==> config.mk <==
export PLATFORM = sky130hd
export DESIGN_NAME = rptr_handler
export DESIGN_NICKNAME = d
export VERILOG_FILES = /design/src/rtl/rptr_handler.sv
export SDC_FILE = /design/constraint.sdc
export NUM_CORES = 1
export LEC_CHECK = 0
export BUFFER_PORTS_ARGS = -buffer_cell sky130_fd_sc_hd__buf_2
export CAP_MARGIN = 15
export CORE_UTILIZATION = 57
export DETAILED_ROUTE_END_ITERATION = 10
export PLACE_DENSITY_LB_ADDON = 0.25
export SETUP_SLACK_MARGIN = 0.2
export SLEW_MARGIN = 40
export SYNTH_ARGS = -nofsm -noshare
export SYNTH_HDL_FRONTEND = slang
export SYNTH_SLANG_ARGS = --single-unit
==> constraint.sdc <==
create_clock -name r_clk -period 6.2 [get_ports r_clk]
set_input_delay 0.93 -clock r_clk [delete_from_list [all_inputs] [get_ports r_clk]]
set_output_delay 0.93 -clock r_clk [all_outputs]
set_load 0.1 [all_outputs]
==> src/rtl/rptr_handler.sv <==
// Read-side pointer and status logic of the asynchronous FIFO.
// Keeps the binary/Gray read pointers in the read clock domain and derives
// empty, almost_empty, fill level, read-valid strobe and a sticky underflow
// flag from the write pointer that was already synchronized into r_clk.
module rptr_handler #(
    parameter int PTR_SIZE      = 8,
    parameter int AEMPTY_THRESH = 4
) (
    input  logic                r_clk,
    input  logic                rrst_n,
    input  logic                r_en,
    input  logic [PTR_SIZE:0]   g_wptr_sync,
    output logic [PTR_SIZE:0]   b_rptr,
    output logic [PTR_SIZE:0]   g_rptr,
    output logic                empty,
    output logic                almost_empty,
    output logic [PTR_SIZE:0]   rd_level,
    output logic                rd_valid,
    output logic                underflow
);

    localparam int                W         = PTR_SIZE + 1;
    localparam logic [PTR_SIZE:0] AE_THRESH = W'(AEMPTY_THRESH);

    // Gray to binary: each binary bit is the XOR of all Gray bits at or above it.
    function automatic logic [PTR_SIZE:0] gray2bin(input logic [PTR_SIZE:0] g);
        logic [PTR_SIZE:0] b;
        b = '0;
        for (int i = 0; i < W; i++) begin
            b[i] = ^(g >> i);
        end
        return b;
    endfunction

    // Binary to Gray: adjacent binary values map to single-bit Gray changes.
    function automatic logic [PTR_SIZE:0] bin2gray(input logic [PTR_SIZE:0] b);
        return (b >> 1) ^ b;
    endfunction

    logic              rd_acc;
    logic [PTR_SIZE:0] b_rptr_next;
    logic [PTR_SIZE:0] g_rptr_next;
    logic [PTR_SIZE:0] b_wptr_sync;
    logic [PTR_SIZE:0] level_next;
    logic              empty_next;
    logic              aempty_next;

    // Next-state pointer and status computation. A read is only accepted
    // while not empty, so the pointer can never pass the write pointer.
    always_comb begin
        rd_acc      = r_en & ~empty;
        b_rptr_next = b_rptr + {{PTR_SIZE{1'b0}}, rd_acc};
        g_rptr_next = bin2gray(b_rptr_next);
        b_wptr_sync = gray2bin(g_wptr_sync);
        // Full-width compare including the wrap bit distinguishes empty from full.
        empty_next  = (g_rptr_next == g_wptr_sync);
        // Modulo subtraction keeps the level correct across pointer wrap.
        level_next  = b_wptr_sync - b_rptr_next;
        aempty_next = (level_next <= AE_THRESH);
    end

    // Registered pointers and status; empty asserts on the edge that consumes
    // the last word, so a back-to-back read on the following edge is blocked.
    always_ff @(posedge r_clk or negedge rrst_n) begin
        if (!rrst_n) begin
            b_rptr       <= '0;
            g_rptr       <= '0;
            empty        <= 1'b1;
            almost_empty <= 1'b1;
            rd_level     <= '0;
            rd_valid     <= 1'b0;
            underflow    <= 1'b0;
        end else begin
            b_rptr       <= b_rptr_next;
            g_rptr       <= g_rptr_next;
            empty        <= empty_next;
            almost_empty <= aempty_next;
            rd_level     <= level_next;
            rd_valid     <= rd_acc;
            // Sticky until reset: records any read attempted while empty.
            if (r_en && empty) begin
                underflow <= 1'b1;
            end
        end
    end

endmodule

* Word level (Yosys, flattened, before mapping)
Cells that the tools add are included.
** Operators by class
- Bitwise gates (word level) :: 3
- Magnitude comparators :: 1
- Eq/ne operators :: 1
- Add/sub/neg operators :: 2
- Reduce and logical (&&, ||, !) cells :: 10
** Operators with widths (number)
- $reduce_xor A9 Y1 :: 9
- $add A9 B1 Y9 :: 1
- $eq A9 B9 Y1 :: 1
- $le A9 B3 Y1 const B :: 1
- $sub A9 B9 Y9 :: 1
- $xor A8 B9 Y9 :: 1
- $and A1 B1 Y1 :: 1
- $logic_and A1 B1 Y1 :: 1
- $not A1 Y1 :: 1
** Storage, ports and cells
- Logic and storage cells :: 24
- Input bits :: 12
- Bits in registers :: 31
- Output and inout bits :: 31

* Depth between registers and ports, before layout
- Depth after elaboration :: 5
- Depth in mapped cells :: 13
- Depth with buffers taken out :: 13

* Least setup slack after synthesis
No wires, ideal clock.
- Path type :: input to register
- Start :: input port g_wptr_sync[8]
- End :: register almost_empty
- Library setup time :: 0.090 ns
- Arrival time :: 4.272 ns
- Data required time :: 6.110 ns
- Setup slack :: 1.838 ns
- Buffers on the path :: 0
- Stages on the path :: 13
- Cells stage by stage :: xor3_2 xnor3_2 xnor2_1 xor2_1 xor2_1 ha_1 fa_1 nor2_1 nor3_1 a2bb2oi_2 and4_1 or3_4 nor4_2
** On the way
- Longest elaborated chain between the ends :: 3
- Elaborated cells between the ends (all ways) :: 11
- Those cells by class :: add/sub (1); order compare (1); reduce/logical (9)
** Ends and longest elaborated chain
- from (decl) :: RTL line 12 : input logic [PTR_SIZE:0] g_wptr_sync,
- $reduce_xor A9 Y1 :: RTL line 30 : b[i] = ^(g >> i);
- $sub A9 B9 Y9 * :: RTL line 58 : level_next = b_wptr_sync - b_rptr_next;
- net level_next[8] :: RTL line 44 : logic [PTR_SIZE:0] level_next;
- $le A9 B3 Y1 * :: RTL line 59 : aempty_next = (level_next <= AE_THRESH);
- net aempty_next :: RTL line 46 : logic aempty_next;
- to (signal assigned) :: RTL line 77 : almost_empty <= aempty_next;
- to (decl) :: RTL line 16 : output logic almost_empty,
Mark *: on every way through the listed nets, which the timed path passes. The rest lies on a longest branch.
A chain may end at the register's enable or synchronous reset.

* Worst setup path after layout
Ends and elaborated chain as after synthesis.

==> summary.md <==
| Metric | Value |
|---|---|
| Run status | complete, no violations |
| Crit share post-route | 0.7481 |
| Final setup viols | 0 |
| Number of enable-type register cells in the synthesized netlist | 0 |
| Total Die Area | 3374 µm² |
| Root Driver | sky130_fd_sc_hd__clkbuf_4 |
| Maximum number of pins on one net before global-route repair | 31 |
| Total number of vias | 1332 |
| Max-slew violations | 0 |
| Final routed wire length divided by cell count | 14.01 µm |
| Number of buffers created by CTS | 5 |
| Die extent in y | 58.09 µm |
| Clk Latency, worst-skew pair | 0.33 ns |
| Final ANT Viol Nets | 0 |
| XOR/XNOR share of the synthesized area | 0.2498 |
| Worst clock skew | roughly 0.0072 ns |
| Shortest period the worst path allows | between 4 and 5 ns |
| Count of boundary I/O pins | 43 |
| Dominant combinational cell family by area after synthesis | XOR/XNOR gates |
| Startpoint Class | input port |
| Total Nets Final | 231 |
| Max FO, Critical Path | 8 |
| Area share of the largest cell type after synthesis | 0.3908 |
| Area after DPL | 2044 µm² |
| DRC violations left | 0 |
| Crit path max-delay cell type | sky130_fd_sc_hd__xor3_2 |
| Syn Std Cell Area | 1793 µm² |
| Number of antenna violations at the first check in global routing | 0 |
| Hold Buf Count CTS | 0 |
| Yosys warning total | 0 |
| Die width | 58.09 µm |
| Primary FF master, synth | sky130_fd_sc_hd__dfrtp_1 |
| Critical path class | input port to flip-flop |
| Setup slack after placement | 1.264 ns |
| GR Util All Layers | 0.2457 |
| Cell type contributing the most total cell area after synthesis | sky130_fd_sc_hd__dfrtp_1 |
| Hold Crit Depth | 1 |
| Classification of the worst-slack hold path | flip-flop to flip-flop |
| CTS-repair resized insts | 0 |
| Cell repeated most along the worst path | sky130_fd_sc_hd__xor2_1 |
| Minimum setup slack in the final design | between 1.5 and 2 ns |
| Largest cells by area after synthesis | sky130_fd_sc_hd__dfrtp_1 (39%), sky130_fd_sc_hd__xnor2_1 (14%), sky130_fd_sc_hd__xor2_1 (5.9%) |
| Number of sinks handled by clock tree synthesis | 30 |
| Hold Violations, Final | 0 |
| Post-synth cell types | 43 |
| Maximum clock path buffer count | 2 |
| Clock transition at path regs | around 0.09 ns |
| Area taken by flip-flops and latches | about 750 µm² |
| Non-Filler Cell Area, Final | 2105 µm² |
| Worst Reg2Reg Path Length in Cells | 11 |
| Tightest slew margin relative to the limit | 0.4829 |
| Kind of capture point of the worst setup path | flip-flop |
| M2 GR Usage | 0.3744 |
| CTS tree | yes |
| Synthesized area per cell | 11.00 µm² |
| Global routing usage on met1 | 0.3569 |
| Peak Freq | 215.6 MHz |
| Port bufs | 42 |
| Area growth syn-to-layout | 17.38% |
| Number of max-cap violations | 0 |
| Fill cell total of the finished layout | ~210 |
| Cells after Synth | 163 |
| Register bit count reported by yosys | 30 |
| Last weighted congestion value of the routability-driven placer | 0.9480 |
| # diodes | 0 |
| Layout cell share with drive strength beyond 1 | 0.2796 |
| Final global-route overflow total | 0 |
| Setup_tns | 0 ns |
| Core footprint | 2877 µm² |
| Starting Density | 0.6233 |
| Most Crowded Layer GR | met2 |
| Initial DRC count | 51 |
| Sequential element share of the synthesized area | 0.4201 |
| Via count of the first global-routing pass | between 1000 and 1500 |
| Synthesized net count | between 150 and 200 |
| Global routing usage on met3 | 0.03571 |
| Multi-input gate area in the final layout | 968.4 µm² |
| Fraction of registers with async set or reset after synthesis | 1.000 |
| Cells along the critical path | buf_2 > xor3_2 > xnor3_2 > xnor2_1 > xor2_1 > xor2_1 > ha_1 > nor2b_1 > o21ai_0 > a2111oi_1 > o31ai_1 > o41a_1 > a2111o_1 > nor4_2 |
| Htree depth | 2 |
| Total iterations of the first detailed-routing run | 4 |
| Crit path arrival time | 4.88 ns |
| Post-detailed-route via-to-cell ratio | 5.265 |
| Number of rows created at floorplan | 19 |
| Wire length of the first global-routing pass | slightly above 6 mm |
| Worst Max-Slew Pin Slew | roughly 0.76 ns |
| Post-detail-place hpwl | 2.837 mm |
| Fraction of the mapped netlist area in compound gates | 0.1235 |
| Post-CTS setup buffers | 0 |
| Total routed wirelength | 3.545 mm |
| RSZ-0062 raised after global routing | false |
| Simple-Gate Fraction of Synth Area | 0.09979 |
| Adder-cell area share of the yosys netlist | 0.06699 |
| Share of cell area taken by muxes after synthesis | 0 |
| Required time at the worst-slack endpoint | about 6.4 ns |
| CP max stage delay | 0.56 ns |
## stage by stage
step           cells    util  hold slack, ns
2_1_floorplan    163       -          0.6344
3_3_place_gp     245  0.7107          0.4334
3_5_place_dp     245  0.7107          0.4429
4_1_cts          253  0.7316          0.4637
5_1_grt          253  0.7316          0.4919
6_report         253  0.7316          0.4622
## placed cells by master, fill, tap and decap left out, types with 2 or more instances in the layout
| cell | Yosys | final |
|---|---|---|
| sky130_fd_sc_hd__a2111o_1 | 2 | 2 |
| sky130_fd_sc_hd__a2111oi_1 | 2 | 2 |
| sky130_fd_sc_hd__a21o_1 | 2 | 2 |
| sky130_fd_sc_hd__a21oi_1 | 6 | 6 |
| sky130_fd_sc_hd__and2_1 | 3 | 3 |
| sky130_fd_sc_hd__buf_2 | 0 | 42 |
| sky130_fd_sc_hd__clkbuf_4 | 0 | 5 |
| sky130_fd_sc_hd__dfrtp_1 | 28 | 28 |
| sky130_fd_sc_hd__dfstp_2 | 2 | 2 |
| sky130_fd_sc_hd__ha_1 | 8 | 8 |
| sky130_fd_sc_hd__inv_1 | 14 | 14 |
| sky130_fd_sc_hd__inv_2 | 2 | 2 |
| sky130_fd_sc_hd__nand2_1 | 6 | 6 |
| sky130_fd_sc_hd__nand3_1 | 3 | 3 |
| sky130_fd_sc_hd__nor2_1 | 8 | 8 |
| sky130_fd_sc_hd__nor2b_1 | 2 | 2 |
| sky130_fd_sc_hd__nor3_1 | 3 | 3 |
| sky130_fd_sc_hd__o21a_1 | 2 | 2 |
| sky130_fd_sc_hd__o21ai_0 | 5 | 5 |
| sky130_fd_sc_hd__or3_1 | 2 | 2 |
| sky130_fd_sc_hd__xnor2_1 | 28 | 28 |
| sky130_fd_sc_hd__xor2_1 | 12 | 12 |
## synthesized netlist by cell type, types with 2 or more instances
library cell and n:
sky130_fd_sc_hd__a21oi_1 6, sky130_fd_sc_hd__a21o_1 2, sky130_fd_sc_hd__nor2_1 8, sky130_fd_sc_hd__nor2b_1 2
sky130_fd_sc_hd__inv_2 2, sky130_fd_sc_hd__and2_1 3, sky130_fd_sc_hd__a2111o_1 2, sky130_fd_sc_hd__nor3_1 3
sky130_fd_sc_hd__or3_1 2, sky130_fd_sc_hd__xor2_1 12, sky130_fd_sc_hd__xnor2_1 28, sky130_fd_sc_hd__a2111oi_1 2
sky130_fd_sc_hd__ha_1 8, sky130_fd_sc_hd__dfrtp_1 28, sky130_fd_sc_hd__dfstp_2 2, sky130_fd_sc_hd__o21a_1 2
sky130_fd_sc_hd__nand2_1 6, sky130_fd_sc_hd__inv_1 14, sky130_fd_sc_hd__nand3_1 3, sky130_fd_sc_hd__o21ai_0 5
## worst max-delay path, delay by kind of cell
family          cells  cell delay [ns]
compound gates      5             1.50
xor+xnor            5             1.75
fa+ha+maj           1             0.26
buf+inv             1             0.13
simple gates        2             0.31
## state kept, by name, indices dropped and copies added, names as in the netlist
| name | cells |
|---|---|
| underflow | 1 |
| b_rptr | 9 |
| rd_level | 9 |
| g_rptr | 8 |
| empty | 1 |
| rd_valid | 1 |
| almost_empty | 1 |
## cells by family after synthesis
group	Yosys count
compound gates	29
simple gates	33
buf+inv	18
xor+xnor	44
fa+ha+maj	9
flops	30
## cell type report
cell class,instances,area share
repair buffers,42,0.09988
multi-input cells,115,0.4602
clock inverters,1,0.002378
clock buffers,7,0.02616
flip-flops and latches,30,0.3579
inverters,16,0.02854
well taps,42,0.02497
## path summary, 6_finish.rpt
check	startpoint	end	slack [ns]
setup / recovery	g_wptr_sync[8]	almost_empty$_DFF_PN1_	1.56
setup reg to reg	empty$_DFF_PN1_	almost_empty$_DFF_PN1_	2.65
hold / removal	underflow$_DFFE_PN0P_	underflow$_DFFE_PN0P_	0.46
min in group asynchronous	rrst_n	b_rptr[0]$_DFF_PN0_	0.60
max in group asynchronous	rrst_n	b_rptr[6]$_DFF_PN0_	5.19
hold reg to reg	underflow$_DFFE_PN0P_	underflow$_DFFE_PN0P_	0.46
## metal layers
metal / up-vias / wire length [µm]
li1: 653 / -
met1: 614 / 1687
met2: 58 / 1608
met3: 7 / 189
met4: 0 / 60
met5: - / 0
Power is not shown: default switching activity piles up to over one toggle a cycle in this logic, so the estimate is an artifact.
